File: src/rtl/mul8_err_pkg.sv
// Shared types and helpers for the 8x8 approximate-multiplier error monitor.
package mul8_err_pkg;

  localparam int OP_W   = 8;
  localparam int PROD_W = 16;

  typedef enum logic [1:0] {
    IDLE  = 2'd0,
    RUN   = 2'd1,
    DRAIN = 2'd2,
    DONE  = 2'd3
  } state_e;

  // Saturating add into a w-bit accumulator (w <= 63). Bit 64 of the result
  // flags that the true sum exceeded 2^w-1; the low bits hold the clamped sum.
  function automatic logic [64:0] sat_add(input logic [63:0] acc,
                                          input logic [63:0] inc,
                                          input int unsigned w);
    logic [64:0] sum;
    logic [64:0] lim;
    sum = {1'b0, acc} + {1'b0, inc};
    lim = (65'd1 << w) - 65'd1;
    if (sum > lim) return {1'b1, lim[63:0]};
    return {1'b0, sum[63:0]};
  endfunction

endpackage

File: src/rtl/mul8_abs_err.sv
// Stage 1 of the error monitor: recomputes the exact 8x8 product and registers
// the absolute error against the approximate product, with the operands.
module mul8_abs_err
  import mul8_err_pkg::*;
(
  input  logic              clk,
  input  logic              rst,
  input  logic              in_valid,
  input  logic [OP_W-1:0]   in_a,
  input  logic [OP_W-1:0]   in_b,
  input  logic [PROD_W-1:0] in_p,
  output logic              out_valid,
  output logic [OP_W-1:0]   out_a,
  output logic [OP_W-1:0]   out_b,
  output logic [PROD_W-1:0] out_abs_err
);

  logic [PROD_W-1:0] exact;
  logic              valid_d, valid_q;
  logic [OP_W-1:0]   a_d, a_q, b_d, b_q;
  logic [PROD_W-1:0] abs_d, abs_q;

  // Exact product and magnitude of the difference; data held when idle.
  always_comb begin
    exact   = PROD_W'(in_a) * PROD_W'(in_b);
    valid_d = in_valid;
    a_d     = a_q;
    b_d     = b_q;
    abs_d   = abs_q;
    if (in_valid) begin
      a_d   = in_a;
      b_d   = in_b;
      abs_d = (exact >= in_p) ? (exact - in_p) : (in_p - exact);
    end
  end

  // Stage 1 pipeline register.
  always_ff @(posedge clk) begin
    if (rst) begin
      valid_q <= 1'b0;
      a_q     <= '0;
      b_q     <= '0;
      abs_q   <= '0;
    end else begin
      valid_q <= valid_d;
      a_q     <= a_d;
      b_q     <= b_d;
      abs_q   <= abs_d;
    end
  end

  assign out_valid   = valid_q;
  assign out_a       = a_q;
  assign out_b       = b_q;
  assign out_abs_err = abs_q;

endmodule

File: src/rtl/mul8_err_monitor.sv
// Error-characterisation stage for an approximate 8x8 multiplier: accumulates
// sum/max/count of absolute error over a window of n_samples samples.
// Optional: define MUL8_ERR_MSE_EN to add sum_sq_err / sq_sat.
//
// state | meaning
// IDLE  | after reset, waiting for start
// RUN   | accepting samples until n_samples handshakes
// DRAIN | waiting for the stage-1 register to empty
// DONE  | statistics final and held; start opens a new window
module mul8_err_monitor
  import mul8_err_pkg::*;
#(
  parameter int SUM_W = 32,
  parameter int CNT_W = 17
)(
  input  logic              clk,
  input  logic              rst,
  input  logic              start,
  input  logic [CNT_W-1:0]  n_samples,
  input  logic              in_valid,
  output logic              in_ready,
  input  logic [OP_W-1:0]   in_a,
  input  logic [OP_W-1:0]   in_b,
  input  logic [PROD_W-1:0] in_p,
  output logic              busy,
  output logic              done,
  output logic [SUM_W-1:0]  sum_abs_err,
  output logic              sum_sat,
  output logic [PROD_W-1:0] max_abs_err,
  output logic [OP_W-1:0]   worst_a,
  output logic [OP_W-1:0]   worst_b,
  output logic [CNT_W-1:0]  err_count,
`ifdef MUL8_ERR_MSE_EN
  output logic [SUM_W+15:0] sum_sq_err,
  output logic              sq_sat,
`endif
  output logic [CNT_W-1:0]  sample_count
);

  state_e            state_d, state_q;
  logic [CNT_W-1:0]  n_d, n_q, acc_d, acc_q;
  logic [SUM_W-1:0]  sum_d, sum_q;
  logic              sat_d, sat_q;
  logic [PROD_W-1:0] max_d, max_q;
  logic [OP_W-1:0]   wa_d, wa_q, wb_d, wb_q;
  logic [CNT_W-1:0]  errc_d, errc_q, cnt_d, cnt_q;
  logic              clr;
  logic              accept;
  logic [64:0]       sum_res;

  logic              s1_valid;
  logic [OP_W-1:0]   s1_a, s1_b;
  logic [PROD_W-1:0] s1_abs;

`ifdef MUL8_ERR_MSE_EN
  localparam int SQ_W = SUM_W + 16;
  logic [SQ_W-1:0]       sq_d, sq_q;
  logic                  sqs_d, sqs_q;
  logic [2*PROD_W-1:0]   sq_inc;
  logic [64:0]           sq_res;
`endif

  assign in_ready = (state_q == RUN) && (acc_q < n_q);
  assign accept   = in_valid && in_ready;

  mul8_abs_err u_stage1 (
    .clk         (clk),
    .rst         (rst),
    .in_valid    (accept),
    .in_a        (in_a),
    .in_b        (in_b),
    .in_p        (in_p),
    .out_valid   (s1_valid),
    .out_a       (s1_a),
    .out_b       (s1_b),
    .out_abs_err (s1_abs)
  );

  // Window sequencing: start latches the length, RUN counts handshakes.
  always_comb begin
    state_d = state_q;
    n_d     = n_q;
    acc_d   = acc_q;
    clr     = 1'b0;
    case (state_q)
      IDLE, DONE: begin
        if (start) begin
          n_d     = n_samples;
          acc_d   = '0;
          clr     = 1'b1;
          state_d = (n_samples == '0) ? DRAIN : RUN;
        end
      end
      RUN: begin
        if (accept) begin
          acc_d = acc_q + CNT_W'(1);
          if (acc_q + CNT_W'(1) == n_q) state_d = DRAIN;
        end
      end
      DRAIN: begin
        if (!s1_valid) state_d = DONE;
      end
      default: state_d = IDLE;
    endcase
  end

  // Stage 2: fold each registered error into the window statistics.
  always_comb begin
    sum_d   = sum_q;
    sat_d   = sat_q;
    max_d   = max_q;
    wa_d    = wa_q;
    wb_d    = wb_q;
    errc_d  = errc_q;
    cnt_d   = cnt_q;
    sum_res = sat_add(64'(sum_q), 64'(s1_abs), SUM_W);
`ifdef MUL8_ERR_MSE_EN
    sq_d    = sq_q;
    sqs_d   = sqs_q;
    sq_inc  = (2*PROD_W)'(s1_abs) * (2*PROD_W)'(s1_abs);
    sq_res  = sat_add(64'(sq_q), 64'(sq_inc), SQ_W);
`endif
    if (clr) begin
      sum_d  = '0;
      sat_d  = 1'b0;
      max_d  = '0;
      wa_d   = '0;
      wb_d   = '0;
      errc_d = '0;
      cnt_d  = '0;
`ifdef MUL8_ERR_MSE_EN
      sq_d   = '0;
      sqs_d  = 1'b0;
`endif
    end else if (s1_valid) begin
      sum_d = SUM_W'(sum_res);
      sat_d = sat_q | sum_res[64];
      // Strictly greater only, so the first sample reaching the max is kept.
      if (s1_abs > max_q) begin
        max_d = s1_abs;
        wa_d  = s1_a;
        wb_d  = s1_b;
      end
      if (s1_abs != '0) errc_d = errc_q + CNT_W'(1);
      cnt_d = cnt_q + CNT_W'(1);
`ifdef MUL8_ERR_MSE_EN
      sq_d  = SQ_W'(sq_res);
      sqs_d = sqs_q | sq_res[64];
`endif
    end
  end

  // State and statistics registers.
  always_ff @(posedge clk) begin
    if (rst) begin
      state_q <= IDLE;
      n_q     <= '0;
      acc_q   <= '0;
      sum_q   <= '0;
      sat_q   <= 1'b0;
      max_q   <= '0;
      wa_q    <= '0;
      wb_q    <= '0;
      errc_q  <= '0;
      cnt_q   <= '0;
`ifdef MUL8_ERR_MSE_EN
      sq_q    <= '0;
      sqs_q   <= 1'b0;
`endif
    end else begin
      state_q <= state_d;
      n_q     <= n_d;
      acc_q   <= acc_d;
      sum_q   <= sum_d;
      sat_q   <= sat_d;
      max_q   <= max_d;
      wa_q    <= wa_d;
      wb_q    <= wb_d;
      errc_q  <= errc_d;
      cnt_q   <= cnt_d;
`ifdef MUL8_ERR_MSE_EN
      sq_q    <= sq_d;
      sqs_q   <= sqs_d;
`endif
    end
  end

  assign busy         = (state_q == RUN) || (state_q == DRAIN);
  assign done         = (state_q == DONE);
  assign sum_abs_err  = sum_q;
  assign sum_sat      = sat_q;
  assign max_abs_err  = max_q;
  assign worst_a      = wa_q;
  assign worst_b      = wb_q;
  assign err_count    = errc_q;
  assign sample_count = cnt_q;
`ifdef MUL8_ERR_MSE_EN
  assign sum_sq_err   = sq_q;
  assign sq_sat       = sqs_q;
`endif

endmodule

File: config.mk
export PLATFORM = sky130hd
export DESIGN_NAME = mul8_err_monitor
export DESIGN_NICKNAME = d
export VERILOG_FILES = /design/src/rtl/mul8_err_pkg.sv /design/src/rtl/mul8_abs_err.sv /design/src/rtl/mul8_err_monitor.sv
export SDC_FILE = /design/constraint.sdc
export NUM_CORES = 1
export LEC_CHECK = 0
export ABC_AREA = 1
export CAP_MARGIN = 20
export CORE_UTILIZATION = 51
export CTS_CLUSTER_SIZE = 10
export DETAILED_ROUTE_END_ITERATION = 12
export PLACE_DENSITY = 0.74
export SLEW_MARGIN = 20
export SYNTH_ARGS = -nofsm -noshare
export SYNTH_HDL_FRONTEND = slang
export SYNTH_SLANG_ARGS = --single-unit
File: constraint.sdc
create_clock -name clk -period 11.1 [get_ports clk]
set_input_delay 3.33 -clock clk [delete_from_list [all_inputs] [get_ports clk]]
set_output_delay 3.33 -clock clk [all_outputs]
set_load 0.01 [all_outputs]
Yosys cells after proc, flatten, opt, wreduce, memory -nomap -nowiden
Index checks and enable logic that the tools add are counted.

Add/sub/neg operators: 6. Multipliers: 1. $lt $le $gt $ge: 4. Equal/unequal tests: 8. Mux-type cells: 15. Bitwise operators: 1. Reductions and logical operators: 14.

Operator list (number): $mux 65 (2); $add 17x1->17 const B (3); $mux 17 (2); $pmux 17 s2 (1); $add 32x16->33 (1); $gt 33x32->1 const B (1); $sub 16x16->16 (2); $eq 17x17->1 (1); $logic_not 17->1 (1); $lt 17x17->1 (1); $ge 16x16->1 (1); $gt 16x16->1 (1); $mul 8x8->16 (1); $mux 16 (1); $reduce_bool 16->1 (1); $mux 2 (5); $pmux 2 s3 (1); $reduce_and 2->1 (3); $eq 2x2->1 const B (2); $ne 2x1->1 const B (2); $ne 2x2->1 const B (2); $reduce_and 4->1 (1); $reduce_or 2->1 (2); $mux 1 (3); 7 further kinds (8).

Register bits: 168. Bits of input ports: 53. Output and inout port bits: 102. Word-level logic and storage cells: 63.

Logic depth before layout (Yosys ltp)
Depth in word-level cells: 5. Mapped depth: 34. Depth with buffers taken out: 32.

Cells and area by module
From an unflattened synthesis, not the netlist that was laid out.

Cell total of the unflattened synthesis: 2019. Area, all modules: 13272.7 um^2.

Modules (own cells, without submodules): mul8_err_monitor (times used 1, cells each 1135, area each 7777.5 um^2, sequential area each 2702.6 um^2); mul8_abs_err (times used 1, cells each 884, area each 5495.3 um^2, sequential area each 660.6 um^2).

Worst setup path before layout
No wires, ideal clock.

Path type: in2reg. From: in in_b[7]. To: reg u_stage1.abs_q[14] (netlist: u_stage1.out_abs_err[14]). Setup time: 0.109 ns. Data arrival time: 8.663 ns. Required time: 10.991 ns. Setup slack: 2.328 ns. Cell stages on the path: 32. Buffers on the path: 3. Cells stage by stage: clkbuf_1 nand2_1 fa_1 fa_1 inv_1 fa_1 inv_1 fa_1 inv_1 ha_1 nand2_1 nand2_1 a21boi_0 nand2_1 a21oi_1 o21bai_1 nand2_1 nand2_1 a21oi_1 xor2_1 ha_1 clkbuf_1 nand2_1 nor3_1 nand2_1 nand3_2 inv_2 buf_2 nand2_1 nand3_1 nand2_1 inv_1.

Word-level cells in the longest chain between the ends: 3. Elaborated cells on any way between the ends: 5. Those cells by class: add/sub: 2; mul: 1; order compare: 1; mux: 1.

Ends and longest elaborated chain: start, declared (line mul8_err_monitor.sv:23) `input logic [OP_W-1:0] in_b,`; $mul 8x8->16 * (line mul8_abs_err.sv:25) `exact = PROD_W'(in_a) * PROD_W'(in_b);`; $sub 16x16->16 / $ge 16x16->1 (equally long branches) (line mul8_abs_err.sv:33) `abs_d = (exact >= in_p) ? (exact - in_p) : (in_p - exact);`; $mux 16 * (line mul8_abs_err.sv:33); end signal, assigned (line mul8_abs_err.sv:48) `abs_q <= abs_d;`; end, declared (line mul8_abs_err.sv:21) `logic [PROD_W-1:0] abs_d, abs_q;`.

Every way passes the cells marked *; elsewhere a longest branch is shown, timed or not. A chain may end at the register's enable or synchronous reset.

Worst setup path in the final report
From: in in_a[4]. To: reg u_stage1.abs_q[13] (netlist: u_stage1.out_abs_err[13]).

Word-level cells in the longest chain between the ends: 3. Elaborated cells on any way between the ends: 5. Those cells by class: add/sub: 2; mul: 1; order compare: 1; mux: 1.

Ends and longest elaborated chain: start, declared (line mul8_err_monitor.sv:22) `input logic [OP_W-1:0] in_a,`; $mul 8x8->16 * (line mul8_abs_err.sv:25); $sub 16x16->16 / $ge 16x16->1 (equally long branches) (line mul8_abs_err.sv:33); $mux 16 * (line mul8_abs_err.sv:33).

Marks and branches as above.

==> metrics.cfg <==
[sta]
fin_hold_ws_ns = 0.465
slew_headroom_pct = 28.2
drv_slew = 0
tightest_slew_ns = 1.08
rsz0062_at_grt = false
hold_viol = 0
final.setup_skew_ns = 0.0197
min_period_ns = 9.44
tns_ns = 0
setup_violations = 0
fmax_mhz = 106
fin_crit_sh_pct = 85.0

[worst_setup_path]
cpMostUsedCell = nand2_1
r2r_setup_slack_ns = 7.81
arrival_ns = 9.77
critPathKind = in2reg
cp_slowest_stage_delay_ns = 0.74
crit_fanout = 16
cp-start-kind = input pin
endpoint_kind = register
reg2reg_from = state_q[0]
critical-path-slowest-cell = clkdlybuf4s50_1
required_ns = 11.43
rr_worst_depth = 10
worstReg2RegEnd = sum_abs_err[24]

[floorplanning]
num_io_pins = 155
die_h_um = 163
start_util_pct = 52.3
coreArea_um2 = 25300
die_w_um = 163
dieArea_um2 = 26500
row_count = 58

[routing]
drc = 0
firstDrtPassIters = 5
drtAntennaViolNets = 0
vias_per_cell = 5.33
drt_wl_total_um = 34600
routedWlPerCell_um = 14.6
vias = 12600
dr.first_iter.drc_count = 833

[global_route]
antenna_found_initial = 0
grt_overflow_total = 0
track_usage_pct = 26.4
grt_pass1_vias = 12000
grt_pass1_wl_um = 56800
grt_max_degree = 63

[cts]
cts.sinks = 168
cts-root-buf = clkbuf_16
clk_path_buf_depth = 2
clock_latency_ns = 0.44
postCtsHoldBufs = 0
cts_tree = built
cts.clk_slew.worst_paths_ns = 0.08
cts_buffers = 17
h-tree-depth = 4
postCtsSetupBuffers = 0
cts.repair.resized = 0

[logic_synthesis]
syn_nets = 2139
ys_ff_latch = 168
synthArstFlopShare_pct = 0
synth-edff-count = 0
yosysWarnings = 0
synthesis.area_um2 = 13200
synth_ff_type = dfxtp_1
synth_top_area_share_pct = 25.5
ys_types = 55
yosysTopAreaCell = dfxtp_1
seq_area_frac_synth_pct = 25.5
synth_area_leaders = dfxtp_1 (25%), ha_1 (12%), nand2_1 (10%)
netlist_instances = 1925
avgSynthCellArea_um2 = 6.86

[power_and_ir_drop]
p_seq_share_pct = 22.7
p_leak_nw = 6.97
combPwrFrac_pct = 58.6
power_density_nw_per_um2 = 210
ir_drop_v = 0.000171
p_clk_share_pct = 18.7
switchingPower_mw = 1.58
intPower_mw = 1.67
netSwitchingFraction_pct = 48.5

[final_layout]
drive_gt1_share_pct = 4.90
nets = 2242
antenna_cells = 0
layout_commonest_cell = nand2_1
mostFrequentLayoutCells = nand2_1 (363), inv_1 (312), a21oi_1 (184)
syn2layout_area_growth_pct = 17.3

[placed_design]
routabilityCongestion = 0.952
portBuffers = 154
dp_hpwl_um = 27000

[flow_run]
maxCapViolations = 0

[outcome]
status = complete, no violations

[min_path]
hp-class = reg2reg
holdCritStartpoint = worst_b[2]
hold_path_depth = 2
holdPathEnd = worst_b[2]

[worst max-delay path, delay by kind of cell]
kind	cells	cell delay, ns
xor gates and xnor gates	1	0.18
buffers and inverters	6	1.30
adders and majority gates	6	2.75
AOI/OAI and AO/OA	8	1.22
and+or+nand+nor	9	1.00
[how the worst max path moves through the flow]
stage          cells after the start    start                       end
2_1_floorplan                     32  in_b[7]  u_stage1.out_abs_err[14]
3_3_place_gp                      30  in_a[4]  u_stage1.out_abs_err[13]
3_5_place_dp                      30  in_a[4]  u_stage1.out_abs_err[13]
4_1_cts                           30  in_a[4]  u_stage1.out_abs_err[13]
5_1_grt                           30  in_a[4]  u_stage1.out_abs_err[13]
6_report                          30  in_a[4]  u_stage1.out_abs_err[13]
[synthesized netlist by cell type, drive strengths merged (2+ instances only)]
| cell | count |
|---|---|
| nor4 | 13 |
| o21bai | 7 |
| nand4 | 16 |
| o211ai | 8 |
| a211oi | 2 |
| o21a | 7 |
| ha | 122 |
| buf | 22 |
| nor3b | 5 |
| or2 | 9 |
| o21ai | 125 |
| a21o | 10 |
| nor2 | 184 |
| a31oi | 27 |
| dfxtp | 168 |
| inv | 318 |
| nand2 | 375 |
| nor3 | 27 |
| xor2 | 44 |
| a21oi | 185 |
| nand3b | 2 |
| nand3 | 120 |
| xnor2 | 23 |
| clkbuf | 55 |
| o2111ai | 3 |
| fa | 39 |
[flip-flops by register name, indices dropped and copies added (netlist names), 2 cells and up]
register              cells
u_stage1.out_abs_err     16
err_count                17
u_stage1.out_a            8
worst_a                   8
u_stage1.out_b            8
worst_b                   8
acc_q                    17
n_q                      17
sample_count             17
max_abs_err              16
state_q                   2
sum_abs_err              32
[power by group through the flow]
stage | Sequential [mW] | Combinational [mW] | Clock, mW
after floorplan | 0.732 | 1.44 | 0
after global placement | 0.747 | 1.87 | 0
after detailed placement | 0.750 | 1.88 | 0
after CTS | 0.736 | 1.89 | 0.617
after global routing | 0.747 | 2.14 | 0.638
final | 0.738 | 1.91 | 0.606
[layout make-up]
cell class | instances | area, um^2
clock buffers | 17 | 425
clock inverters | 15 | 175
fillers | 2347 | 9770
inverters | 318 | 1190
multi-input cells | 1362 | 8310
flip-flops and latches | 168 | 3360
well taps | 330 | 413
repair buffers | 161 | 1590
[routing by layer]
metal  wire length [um]  track usage, %
met4                969            10.6
met1              15300            32.8
met2              17000            46.4
met3               1340            2.90
met5                  0               0
[stage by stage]
| step | utilization (%) | cell area [um^2] | cells | total power, mW | setup WS [ns] |
|---|---|---|---|---|---|
| 2_1_floorplan | - | 13200 | 1925 | 2.17 | 2.33 |
| 3_5_place_dp | 58.9 | 14900 | 2339 | 2.63 | 1.23 |
| 6_report | 61.3 | 15500 | 2371 | 3.25 | 1.66 |
| 5_1_grt | 61.3 | 15500 | 2371 | 3.53 | 1.02 |
| 3_3_place_gp | 58.9 | 14900 | 2339 | 2.62 | 1.33 |
| 4_1_cts | 61.3 | 15500 | 2371 | 3.25 | 1.66 |
[logic make-up (layout without fill, tap and decap cells)]
logic type / after synthesis / after routing / synth area share (%)
AOI/OAI and AO/OA: 379 / 379 / 15.7
xor gates and xnor gates: 69 / 69 / 4.80
adders and majority gates: 161 / 161 / 17.5
buffers and inverters: 395 / 511 / 11.6
DFF: 168 / 168 / 25.5
and+or+nand+nor: 753 / 753 / 25.0
Note: power is estimated with default switching activity, not from simulation.
